<file path="src/rtl/gpio_pattern_sequencer.sv">
// rtl/gpio_pattern_sequencer.sv - CPU-programmed GPIO pattern sequencer with registered master port
//
// Purpose: the CPU loads a small pattern table, a period and a last index.
// On START the block writes the GPIO direction register once (all outputs).
// It then writes pattern[0..LAST] to the GPIO data register, one entry every
// max(PERIOD,1) cycles, either once (then done + irq) or looping until STOP.
//
// Ports:
//   clk, reset            clock, asynchronous active-high reset
//   i_sel/i_we/i_addr     CPU register access (write taken when i_sel & i_we)
//   i_wdata/o_rdata       CPU write data / combinational read data
//   m_sel/m_we/m_addr     registered master cycle toward the GPIO control block
//   m_wdata               registered master write data
//   o_busy                high whenever the sequencer is not IDLE
//   o_done_irq            one-cycle pulse on normal (non-STOP) completion
//
// CPU map: 0x0 CTRL, 0x4 STATUS, 0x8 PERIOD, 0xC PAT (write only).

module gpio_pattern_sequencer #(
    parameter int ADDR_WIDTH = 4,
    parameter int DATA_WIDTH = 32,
    parameter int GPIO_WIDTH = 4,
    parameter int DEPTH      = 8
) (
    input  logic                  clk,
    input  logic                  reset,
    input  logic                  i_sel,
    input  logic                  i_we,
    input  logic [ADDR_WIDTH-1:0] i_addr,
    input  logic [DATA_WIDTH-1:0] i_wdata,
    output logic [DATA_WIDTH-1:0] o_rdata,
    output logic                  m_sel,
    output logic                  m_we,
    output logic [ADDR_WIDTH-1:0] m_addr,
    output logic [DATA_WIDTH-1:0] m_wdata,
    output logic                  o_busy,
    output logic                  o_done_irq
);

    localparam int IDX_W = $clog2(DEPTH);

    localparam logic [ADDR_WIDTH-1:0] OFF_CTRL   = ADDR_WIDTH'(4'h0);
    localparam logic [ADDR_WIDTH-1:0] OFF_STATUS = ADDR_WIDTH'(4'h4);
    localparam logic [ADDR_WIDTH-1:0] OFF_PERIOD = ADDR_WIDTH'(4'h8);
    localparam logic [ADDR_WIDTH-1:0] OFF_PAT    = ADDR_WIDTH'(4'hC);

    // Offsets inside the GPIO control block targeted by the master port.
    localparam logic [ADDR_WIDTH-1:0] GPIO_DATA_OFF = ADDR_WIDTH'(4'h0);
    localparam logic [ADDR_WIDTH-1:0] GPIO_DIR_OFF  = ADDR_WIDTH'(4'h4);
    localparam logic [DATA_WIDTH-1:0] DIR_ALL_OUT   = DATA_WIDTH'({GPIO_WIDTH{1'b1}});

    typedef enum logic [1:0] {
        IDLE    = 2'd0,
        SET_DIR = 2'd1,
        WR_DATA = 2'd2,
        WAIT    = 2'd3
    } state_t;

    // CPU-visible configuration
    logic                  loop_q;
    logic [IDX_W-1:0]      last_q;
    logic [15:0]           period_q;
    logic [GPIO_WIDTH-1:0] pat_q [DEPTH];

    // Sequencer state
    state_t                state_q;
    logic [IDX_W-1:0]      index_q;
    logic [15:0]           cnt_q;
    logic                  done_q;

    // Registered master port and irq
    logic                  m_sel_q;
    logic                  m_we_q;
    logic [ADDR_WIDTH-1:0] m_addr_q;
    logic [DATA_WIDTH-1:0] m_wdata_q;
    logic                  irq_q;

    // ------------------------------------------------------------------
    // CPU access decode
    // ------------------------------------------------------------------
    logic wr_en;
    logic rd_en;
    logic ctrl_wr;
    logic start_req;
    logic stop_req;

    assign wr_en     = i_sel & i_we;
    assign rd_en     = i_sel & ~i_we & ~reset;
    assign ctrl_wr   = wr_en & (i_addr == OFF_CTRL);
    assign start_req = ctrl_wr & i_wdata[0];
    assign stop_req  = ctrl_wr & i_wdata[2];

    // Only a few write-data bits are meaningful; the rest are intentionally dropped.
    logic unused_wdata;
    assign unused_wdata = &{1'b0, i_wdata};

    always_ff @(posedge clk or posedge reset) begin
        if (reset) begin
            loop_q   <= 1'b0;
            last_q   <= '0;
            period_q <= '0;
            for (int i = 0; i < DEPTH; i++) begin
                pat_q[i] <= '0;
            end
        end else if (wr_en) begin
            case (i_addr)
                OFF_CTRL: begin
                    loop_q <= i_wdata[1];
                    last_q <= i_wdata[8 +: IDX_W];
                end
                OFF_PERIOD: period_q <= i_wdata[15:0];
                OFF_PAT:    pat_q[i_wdata[8 +: IDX_W]] <= i_wdata[GPIO_WIDTH-1:0];
                default: ;
            endcase
        end
    end

    // ------------------------------------------------------------------
    // Read mux (combinational, zero when not a read)
    // ------------------------------------------------------------------
    logic [DATA_WIDTH-1:0] rd_val;

    always_comb begin
        rd_val = '0;
        if (rd_en) begin
            case (i_addr)
                OFF_CTRL: begin
                    rd_val[1]          = loop_q;
                    rd_val[8 +: IDX_W] = last_q;
                end
                OFF_STATUS: begin
                    rd_val[0]          = (state_q != IDLE);
                    rd_val[1]          = done_q;
                    rd_val[4 +: IDX_W] = index_q;
                end
                OFF_PERIOD: rd_val[15:0] = period_q;
                default: ;
            endcase
        end
    end

    assign o_rdata = rd_val;

    // ------------------------------------------------------------------
    // Step / counter helpers
    // ------------------------------------------------------------------
    // WAIT covers PERIOD-1 cycles between data writes; PERIOD 0 and 1 both
    // load zero so the next write follows on the very next cycle.
    logic [15:0]      cnt_load;
    logic             at_last;
    logic [IDX_W-1:0] step_idx;
    logic             step_now;

    assign cnt_load = (period_q == 16'd0) ? 16'd0 : period_q - 16'd1;

    // ">=" rather than "==" so that shrinking LAST mid-run cannot let the
    // index run past the new end of the table.
    assign at_last  = (index_q >= last_q);
    assign step_idx = at_last ? '0 : index_q + 1'b1;

    assign step_now = ((state_q == WR_DATA) && (cnt_load == 16'd0)) ||
                      ((state_q == WAIT) && (cnt_q == 16'd1));

    // ------------------------------------------------------------------
    // Sequencer FSM. Master registers are loaded on the edge that enters
    // SET_DIR / WR_DATA, so each master cycle lines up with its state.
    // ------------------------------------------------------------------
    always_ff @(posedge clk or posedge reset) begin
        if (reset) begin
            state_q   <= IDLE;
            index_q   <= '0;
            cnt_q     <= '0;
            done_q    <= 1'b0;
            m_sel_q   <= 1'b0;
            m_we_q    <= 1'b0;
            m_addr_q  <= '0;
            m_wdata_q <= '0;
            irq_q     <= 1'b0;
        end else begin
            m_sel_q   <= 1'b0;
            m_we_q    <= 1'b0;
            m_addr_q  <= '0;
            m_wdata_q <= '0;
            irq_q     <= 1'b0;

            if (stop_req) begin
                // STOP beats a simultaneous START and leaves done untouched.
                state_q <= IDLE;
            end else begin
                case (state_q)
                    IDLE: begin
                        if (start_req) begin
                            state_q   <= SET_DIR;
                            index_q   <= '0;
                            done_q    <= 1'b0;
                            m_sel_q   <= 1'b1;
                            m_we_q    <= 1'b1;
                            m_addr_q  <= GPIO_DIR_OFF;
                            m_wdata_q <= DIR_ALL_OUT;
                        end
                    end
                    SET_DIR: begin
                        state_q   <= WR_DATA;
                        m_sel_q   <= 1'b1;
                        m_we_q    <= 1'b1;
                        m_addr_q  <= GPIO_DATA_OFF;
                        m_wdata_q <= DATA_WIDTH'(pat_q[index_q]);
                    end
                    WR_DATA: begin
                        cnt_q <= cnt_load;
                        if (cnt_load != 16'd0) begin
                            state_q <= WAIT;
                        end
                    end
                    WAIT: begin
                        cnt_q <= cnt_q - 16'd1;
                    end
                    default: state_q <= IDLE;
                endcase

                if (step_now) begin
                    if (at_last && !loop_q) begin
                        state_q <= IDLE;
                        done_q  <= 1'b1;
                        irq_q   <= 1'b1;
                    end else begin
                        state_q   <= WR_DATA;
                        index_q   <= step_idx;
                        m_sel_q   <= 1'b1;
                        m_we_q    <= 1'b1;
                        m_addr_q  <= GPIO_DATA_OFF;
                        m_wdata_q <= DATA_WIDTH'(pat_q[step_idx]);
                    end
                end
            end
        end
    end

    assign m_sel      = m_sel_q;
    assign m_we       = m_we_q;
    assign m_addr     = m_addr_q;
    assign m_wdata    = m_wdata_q;
    assign o_done_irq = irq_q;
    assign o_busy     = (state_q != IDLE);

endmodule

</file>
<file path="config.mk">
export PLATFORM = sky130hd
export DESIGN_NAME = gpio_pattern_sequencer
export DESIGN_NICKNAME = d
export VERILOG_FILES = /design/src/rtl/gpio_pattern_sequencer.sv
export SDC_FILE = /design/constraint.sdc
export NUM_CORES = 1
export LEC_CHECK = 0
export ABC_AREA = 0
export BUFFER_PORTS_ARGS = -buffer_cell sky130_fd_sc_hd__clkbuf_2
export CORE_AREA = 2 2 102 104
export CTS_BUF_LIST = sky130_fd_sc_hd__clkbuf_16
export CTS_CLUSTER_SIZE = 10
export DETAILED_ROUTE_END_ITERATION = 7
export DIE_AREA = 0 0 104 106
export GPL_TIMING_DRIVEN = 0
export PLACE_DENSITY_LB_ADDON = 0.1
export REMOVE_ABC_BUFFERS = 1
export SLEW_MARGIN = 40
export SYNTH_ARGS = -nofsm -noshare
export SYNTH_HDL_FRONTEND = slang
export SYNTH_SLANG_ARGS = --single-unit
</file>
<file path="constraint.sdc">
create_clock -name clk -period 3.9 [get_ports clk]
set_input_delay 0.39 -clock clk [delete_from_list [all_inputs] [get_ports clk]]
set_output_delay 0.39 -clock clk [all_outputs]
set_load 0.1 [all_outputs]
</file>
==> reports/metrics.cfg, run 1 <==
[place]
post_dp_cell_area_sq_um=5610
dpl.hpwl_um=9370
gp_congestion=0.867
io_buffers=48
place_inst=734

[timing]
clock.fmax_ghz=0.314
max_slew_margin_pct=45.7
min_period_ps=3180
final.setup.tns_ps=0
hold_viol=0
fin_hold_ws_ps=27.7
clock_skew_ps=4.38
drv_slew=0
period_share_pct=81.6
setup_violations=0
rsz0062_at_grt=false
worst_pin_slew_ps=812

[die]
rows=37
die_y_um=106
start_util_pct=54.7
io_pins=112
dieArea_sq_um=11000
die_x_um=104
core_sq_um=10000

[cells_and_area]
diodes=0
final_cell_mix=80 x dfrtp_1, 54 x mux2_2, 48 x clkbuf_2
drive_gt1_share_pct=23.0
synthToLayoutAreaGrowth_pct=7.87
layout.cells.non_filler=750
fillers=923
nets=661
layout_commonest_cell=dfrtp_1
post-route-cell-area_sq_um=5900

[setup_path]
required_ps=4130
path_class=flip-flop to flip-flop
startpoint_type=flip-flop
crit_arrival_ps=3410
endpoint_kind=flip-flop
path_max_fanout=26

[drt]
routed.top_layer=met4
drt-initial-drc-count=386
via_per_inst=5.86
wl_met1_um=6310
detail_route.wl_per_cell_um=17.4
wl_met2_um=5740
drtPass1Iterations=5
drtAntennaViolNets=0
wl_met3_um=809
drc_errors=0
vias=4397
routed_wl_um=13000

[hold_path]
holdCritPathClass=primary input to asynchronous set/reset pin

[grt]
gr-total-overflow=0
antenna_found_initial=0
grt_pass1_wl_um=21400
grt_pass1_vias=4121
grt_util_all_layers_pct=24.5
grt_max_degree=51

[power_and_ir_drop]
leakagePower_nw=2.72
irDropWorstVdd_uv=305
p_per_area_nw_per_um2=686

[clock_tree]
ctsResizeCount=0
clock_sinks=81
clockRootBuffer=clkbuf_16
htree_levels=3
clk_pin_slew_worst_paths_ps=60
cts.path.max_buffers=2
cts_hold_buffers=0
postCtsSetupBuffers=0
clk_latency_ps=340
cts_tree=built
cts_buffers=9

[synth]
ys_seq_area_share_pct=37.1
syn_inst=580
async_flop_share_pct=100
syn_area_sq_um=5470
synthFlopType=dfrtp_1
synth_seq_cells=81
synth_edf_count=0
synth_cell_types=60
ys_warn_count=0
postSynthAreaPerCell_sq_um=9.43

[run_status]
outcome=finished clean

[run]
maxCapViolCount=0

[final timing paths]
path | end | startpoint | cells after the start | slack (ps)
hold / removal | pat_q[5]$_DFFE_PP0P_ | reset | 2 | 30
hold reg to reg | pat_q[17]$_DFFE_PP0P_ | pat_q[17]$_DFFE_PP0P_ | 1 | 520
max in group asynchronous | index_q[0]$_DFFE_PP0N_ | reset | 3 | 3320
setup / recovery | m_wdata[2]$_DFF_PP0_ | index_q[0]$_DFFE_PP0N_ | 8 | 720
min in group clk | period_q[15]$_DFFE_PP0P_ | i_wdata[15] | 2 | 280
setup reg to reg | m_wdata[2]$_DFF_PP0_ | index_q[0]$_DFFE_PP0N_ | 8 | 720
[per-stage QoR]
stage / worst slack [ps] / power, mW / util [%]
finish: 716 / 4.04 / 59.0
CTS: 702 / 4.03 / 59.0
global placement: 339 / 3.13 / 55.7
detailed placement: 750 / 3.19 / 56.1
floorplan: 818 / 2.71 / -
global route: 492 / 4.31 / 59.0
[area by class of cell]
cell class	instances	area [sq um]	area share (%)
multi-input combinational	450	3070	52.1
clock buffer	9	225	3.82
timing repair buffer	49	268	4.54
inverter	18	72.6	1.23
sequential	81	2030	34.4
clock inverter	7	62.6	1.06
tap	136	170	2.89
[Yosys cell counts, types with 11 or more instances]
| cell | number | area (sq um) |
|---|---|---|
| clkbuf_1 | 21 | 78.8 |
| a21oi_1 | 26 | 130 |
| nand2_1 | 40 | 150 |
| mux2i_1 | 11 | 110 |
| and2_1 | 12 | 75.1 |
| inv_1 | 18 | 67.6 |
| mux2_2 | 54 | 608 |
| nor2_1 | 44 | 165 |
| dfrtp_1 | 81 | 2030 |
| nor3_1 | 15 | 75.1 |
| buf_4 | 48 | 360 |
| o21ai_0 | 43 | 215 |
| nand3_1 | 20 | 100 |
| ha_1 | 12 | 150 |
[power by group]
group          leakage [nW]  switching [mW]  internal, mW
Clock                 0.146           0.345         0.490
Sequential             1.05           0.280          1.02
Combinational          1.52            1.29         0.622
[sequential cells by signal, summed over array words and instances, names as in the netlist, 2 cells and up]
register	flops
m_wdata	4
cnt_q	16
pat_q	32
index_q	3
last_q	3
state_q	2
period_q	16
[worst max-delay path: stages (launching register included)]
cell and delay (ps):
dfrtp_2 720, inv_1 300, ha_1 350, nor2b_1 160
o21a_1 430, nand2_1 350, a221oi_1 370, a311oi_1 100
mux2_4 280
[kinds of logic after synthesis]
family | after synthesis | share of synthesized area, %
compound gates | 122 | 14.0
simple gates | 184 | 17.6
buf+inv | 95 | 10.1
fa+ha+maj | 12 | 2.75
xor+xnor | 11 | 1.76
mux | 74 | 16.7
flops | 81 | 37.1
other cells | 1 | 0.0686
[per-layer routing]
metal  global-route usage (%)  vias up
met2                     36.7      149
li1                         -     2068
met1                     36.6     2166
met3                     3.80       14
met5                        0        -
met4                     7.34        0
Note: power is estimated with default switching activity, not from simulation.
==> run 2, diff against run 1 <==
==> constraint.sdc (replaced) <==
create_clock -name clk -period 3.2 [get_ports clk]
set_input_delay 0.32 -clock clk [delete_from_list [all_inputs] [get_ports clk]]
set_output_delay 0.32 -clock clk [all_outputs]
set_load 0.1 [all_outputs]
==> reports/metrics.cfg, run 2 (synthesis results as in run 1) <==
[run_status]
outcome=finished clean  ; unchanged

[drt]
vias=4402  ; was 4397
routed_wl_um=13000  ; about the same
drt-initial-drc-count=354  ; was 386
detail_route.wl_per_cell_um=17.4  ; about the same
via_per_inst=5.86  ; about the same
drtPass1Iterations=5  ; unchanged
drtAntennaViolNets=0  ; unchanged
drc_errors=0  ; unchanged

[timing]
setup_violations=0  ; unchanged
drv_slew=0  ; unchanged
hold_viol=0  ; unchanged
final.setup.tns_ps=0  ; unchanged
min_period_ps=3020  ; was 3180 ps
worst_pin_slew_ps=853  ; was 812 ps
period_share_pct=94.5  ; was 81.6%
clock.fmax_ghz=0.331  ; was 0.314 GHz
rsz0062_at_grt=false  ; unchanged
max_slew_margin_pct=43.0  ; was 45.7%
clock_skew_ps=4.06  ; was 4.38 ps

[hold_path]
holdCritPathClass=primary input to flip-flop  ; was primary input to asynchronous set/reset pin
whs_path_depth=2
min_to=period_q[15]$_DFFE_PP0P_
min_from=i_wdata[15]

[cells_and_area]
largest_reg_flops=32  ; unchanged
layout_commonest_cell=dfrtp_1  ; unchanged
largest-register=pat_q  ; unchanged
diodes=0  ; unchanged
synthToLayoutAreaGrowth_pct=8.10  ; was 7.87%
nets=662  ; was 661
reg_top3=pat_q: 32 flops, cnt_q: 16 flops, period_q: 16 flops  ; unchanged
drive_gt1_share_pct=22.9  ; was 23.0%
seq_area_sq_um=2030  ; about the same
fillers=920  ; was 923
final_cell_mix=80 x dfrtp_1, 54 x mux2_2, 48 x clkbuf_2  ; unchanged
multi_input_area_sq_um=3070  ; unchanged
post-route-cell-area_sq_um=5910  ; was 5900 sq um

[grt]
grt_util_all_layers_pct=24.5  ; about the same
grt_max_degree=51  ; unchanged
antenna_found_initial=0  ; unchanged
grt_pass1_wl_um=21500  ; was 21400 um
grt_pass1_vias=4131  ; was 4121
gr-total-overflow=0  ; unchanged

[setup_path]
slowest_delay_ps=640  ; was 720 ps
r2r_cells=8  ; unchanged
endpoint_kind=flip-flop  ; unchanged
cp_slowest_cell=dfrtp_4  ; was dfrtp_2
path_cells=inv_1 > ha_1 > nor2b_1 > o21a_1 > nand2_1 > a221oi_1 > a311oi_1 > mux2_4  ; unchanged
path_max_fanout=26  ; unchanged
crit_arrival_ps=3250  ; was 3410 ps
r2r-start=index_q[0]$_DFFE_PP0N_  ; unchanged
path_class=flip-flop to flip-flop  ; unchanged
rr_endpoint=m_wdata[2]$_DFF_PP0_  ; unchanged
startpoint_type=flip-flop  ; unchanged
required_ps=3430  ; was 4130 ps
r2r_slack_ps=180  ; was 720 ps

[power_and_ir_drop]
leakagePower_nw=2.73  ; was 2.72 nW
irDropWorstVdd_uv=372  ; was 305 uV
power_mw=4.93  ; was 4.04 mW
p_per_area_nw_per_um2=834  ; was 686 nW/um^2

[die]
die_x_um=104  ; unchanged
die_y_um=106  ; unchanged
rows=37  ; unchanged
io_pins=112  ; unchanged
core_sq_um=10000  ; unchanged
start_util_pct=54.7  ; unchanged
dieArea_sq_um=11000  ; unchanged

[clock_tree]
clockRootBuffer=clkbuf_16  ; unchanged
clk_pin_slew_worst_paths_ps=60  ; about the same
htree_levels=3  ; unchanged
postCtsSetupBuffers=0  ; unchanged
clock_sinks=81  ; unchanged
cts_buffers=9  ; unchanged
cts.path.max_buffers=2  ; unchanged
clk_latency_ps=340  ; about the same
cts_tree=built  ; unchanged

[place]
gp_congestion=0.867  ; unchanged
dpl.hpwl_um=9370  ; unchanged
post_dp_cell_area_sq_um=5610  ; unchanged
io_buffers=48  ; unchanged

[run]
maxCapViolCount=0  ; unchanged

-- run 2: cell count changes in the layout (fill, tap and decap cells not counted), sizes merged --
cell / change
dlygate4sd3: +1
-- run 2: timing repair --
item | in CTS | in global routing
endpoints found under the setup margin | 0 | 3
gates resized for setup | 0 | 1
hold endpoints to repair | 31 | 0
hold buffers | 1 | 0
-- run 2: metrics by stage --
step	utilization, %	instances	hold WS [ps]	setup slack (ps)
after detailed placement	56.1	734	324	49.6
after CTS	59.1	751	208	1.84
after global placement	55.7	733	503	-361
after global routing	59.1	751	211	0.304
after floorplan	-	549	383	188
final	59.1	751	209	177
-- run 2: final cells by class --
class | instances | share of cell area [%]
clock inverters | 7 | 1.06
flip-flops and latches | 81 | 34.4
multi-input cells | 450 | 52.0
repair buffers | 50 | 4.70
well taps | 136 | 2.88
inverters | 18 | 1.23
clock buffers | 9 | 3.81
-- run 2: critical path, delay by kind of cell, from the launching register on --
family	cells	cell delay [ps]
compound gates	3	900
fa+ha+maj	1	330
buf+inv	1	240
flops	1	640
mux	1	280
simple gates	2	510
-- run 2: worst max-delay path by stage --
stage	from	slack, ps	endpoint	cells past startpoint
4_1_cts	index_q[0]$_DFFE_PP0N_	2	m_wdata[2]$_DFF_PP0_	8
6_report	index_q[0]$_DFFE_PP0N_	180	m_wdata[2]$_DFF_PP0_	8
5_1_grt	index_q[0]$_DFFE_PP0N_	0.3	m_wdata[2]$_DFF_PP0_	8
3_3_place_gp	index_q[0]$_DFFE_PP0N_	-360	m_wdata[2]$_DFF_PP0_	8
2_1_floorplan	state_q[0]$_DFFE_PP0P_	190	o_rdata[0]	5
3_5_place_dp	index_q[0]$_DFFE_PP0N_	50	m_wdata[2]$_DFF_PP0_	8
-- run 2: metal layers --
metal	vias to the layer above	wire (um)	share of wire (%)	global-route usage, %
met2	149	5740	44	36.8
met3	16	693	5.3	3.80
met1	2159	6420	49	36.6
li1	2078	-	-	-
met5	-	0	0	0
met4	0	183	1.4	7.34
-- run 2: report_power, final --
group	leakage (nW)	internal, mW	switching, mW	total, mW
combinational	1.53	0.759	1.57	2.33
clock	0.146	0.597	0.422	1.02
sequential	1.05	1.24	0.338	1.58
==> run 3, diff against run 2 <==
--- a/config.mk
+++ b/config.mk
@@ -13,8 +13,9 @@
 export DETAILED_ROUTE_END_ITERATION = 7
 export DIE_AREA = 0 0 104 106
 export GPL_TIMING_DRIVEN = 0
-export PLACE_DENSITY_LB_ADDON = 0.1
+export PLACE_DENSITY = 0.9
 export REMOVE_ABC_BUFFERS = 1
+export SKIP_CTS_REPAIR_TIMING = 1
 export SLEW_MARGIN = 40
 export SYNTH_ARGS = -nofsm -noshare
 export SYNTH_HDL_FRONTEND = slang
==> reports/metrics.cfg, run 3 (synthesis results as in run 1) <==
[setup_path]
slowest_delay_ps=640  ; about the same
startpoint_type=flip-flop  ; unchanged
path_delay_family=compound AO/OA/AOI/OAI gates  ; unchanged
crit_arrival_ps=3120  ; was 3250 ps
path_buf_inv=1  ; unchanged
path_class=flip-flop to flip-flop  ; unchanged
path_cells=inv_1 > ha_1 > nor2b_1 > o21a_1 > nand2_1 > a221oi_1 > a311oi_1 > mux2_4  ; unchanged
rr_endpoint=m_wdata[2]$_DFF_PP0_  ; unchanged
endpoint_kind=flip-flop  ; unchanged
path_max_fanout=26  ; unchanged
r2r-start=index_q[0]$_DFFE_PP0N_  ; unchanged
r2r_slack_ps=310  ; was 180 ps
r2r_cells=8  ; unchanged
cp_slowest_cell=dfrtp_4  ; unchanged
required_ps=3430  ; about the same

[grt]
grt_pass1_wl_um=21900  ; was 21500 um
grt_util_all_layers_pct=24.5  ; about the same
grt_pass1_vias=4583  ; was 4131
antenna_found_initial=0  ; unchanged
gr-total-overflow=0  ; unchanged
grt_max_degree=45  ; was 51

[drt]
drtAntennaViolNets=0  ; unchanged
via_per_inst=6.15  ; was 5.86
routed_wl_um=13300  ; was 13000 um
vias=4620  ; was 4402
drc_errors=0  ; unchanged
detail_route.wl_per_cell_um=17.7  ; was 17.4 um
drtPass1Iterations=6  ; was 5
drt-initial-drc-count=415  ; was 354

[cells_and_area]
diodes=0  ; unchanged
reg_top3=pat_q: 32 flops, cnt_q: 16 flops, period_q: 16 flops  ; unchanged
layout.cells.non_filler=751  ; unchanged
layout_commonest_cell=dfrtp_1  ; unchanged
final_cell_mix=80 x dfrtp_1, 54 x mux2_2, 48 x clkbuf_2  ; unchanged
post-route-cell-area_sq_um=5900  ; was 5910 sq um
nets=662  ; unchanged
largest-register=pat_q  ; unchanged
utilization_pct=59.0  ; was 59.1%
fillers=828  ; was 920
synthToLayoutAreaGrowth_pct=7.99  ; was 8.10%
largest_reg_flops=32  ; unchanged
drive_gt1_share_pct=23.3  ; was 22.9%

[power_and_ir_drop]
irDropWorstVdd_uv=379  ; was 372 uV
power_mw=4.92  ; was 4.93 mW
p_per_area_nw_per_um2=834  ; about the same
leakagePower_nw=2.73  ; about the same

[die]
io_pins=112  ; unchanged
rows=37  ; unchanged
start_util_pct=54.7  ; unchanged
die_x_um=104  ; unchanged
die_y_um=106  ; unchanged
core_sq_um=10000  ; unchanged
dieArea_sq_um=11000  ; unchanged

[place]
post_dp_cell_area_sq_um=5620  ; was 5610 sq um
pre_cts_slack_ps=220  ; was 49.6 ps
dpl.hpwl_um=9660  ; was 9370 um
place_inst=735  ; was 734
gp_congestion=0.927  ; was 0.867
io_buffers=48  ; unchanged

[timing]
worst_pin_slew_ps=790  ; was 853 ps
setup_violations=0  ; unchanged
drv_slew=0  ; unchanged
clock.fmax_ghz=0.346  ; was 0.331 GHz
timing.final.ws_setup_ps=310  ; was 177 ps
min_period_ps=2890  ; was 3020 ps
rsz0062_at_grt=false  ; unchanged
clock_skew_ps=8.15  ; was 4.06 ps
period_share_pct=90.3  ; was 94.5%
max_slew_margin_pct=46.9  ; was 43.0%
hold_viol=37  ; was 0
final.setup.tns_ps=0  ; unchanged
fin_hold_ws_ps=-26.7  ; was 209 ps

[clock_tree]
clk_latency_ps=340  ; about the same
htree_levels=3  ; unchanged
cts_buffers=9  ; unchanged
clock_sinks=81  ; unchanged
clockRootBuffer=clkbuf_16  ; unchanged
cts_tree=built  ; unchanged
cts.path.max_buffers=2  ; unchanged
clk_pin_slew_worst_paths_ps=70  ; was 60 ps

[run_status]
outcome=complete, but fails checks  ; was finished clean
violations=negative hold slack

[run]
maxCapViolCount=0  ; unchanged

[hold_path]
holdCritPathClass=primary input to asynchronous set/reset pin  ; was primary input to flip-flop

run 3: worst max-delay path by stage:
stage	startpoint	endpoint	slack, ps	cells past startpoint
detailed placement	index_q[0]$_DFFE_PP0N_	m_wdata[2]$_DFF_PP0_	220	8
floorplan	state_q[0]$_DFFE_PP0P_	o_rdata[0]	190	5
global route	index_q[0]$_DFFE_PP0N_	m_wdata[2]$_DFF_PP0_	100	8
CTS	index_q[0]$_DFFE_PP0N_	m_wdata[2]$_DFF_PP0_	170	8
global placement	index_q[0]$_DFFE_PP0N_	m_wdata[2]$_DFF_PP0_	-140	8
finish	index_q[0]$_DFFE_PP0N_	m_wdata[2]$_DFF_PP0_	310	8
run 3: routing by layer:
| layer | vias up | GRT usage [%] | part of all wire (%) |
|---|---|---|---|
| met2 | 213 | 43.2 | 52 |
| met5 | - | 0 | 0 |
| met4 | 0 | 14.4 | 4.4 |
| met1 | 2284 | 28.4 | 38 |
| li1 | 2067 | - | - |
| met3 | 56 | 3.80 | 5.3 |
run 3: report_power, final:
part           leakage [nW]  switching (mW)  internal (mW)  total, mW
logic                  1.53            1.57          0.773       2.34
registers              1.05           0.333           1.24       1.58
clock network         0.142           0.462          0.544       1.01
total                  2.73            2.36           2.56       4.92
run 3: layout make-up:
type | instances | area (sq um) | area share [%]
clock buffers | 9 | 225 | 3.81
well taps | 136 | 170 | 2.88
inverters | 18 | 72.6 | 1.23
flip-flops and latches | 81 | 2030 | 34.4
clock inverters | 7 | 61.3 | 1.04
repair buffers | 50 | 275 | 4.66
multi-input cells | 450 | 3070 | 52.0
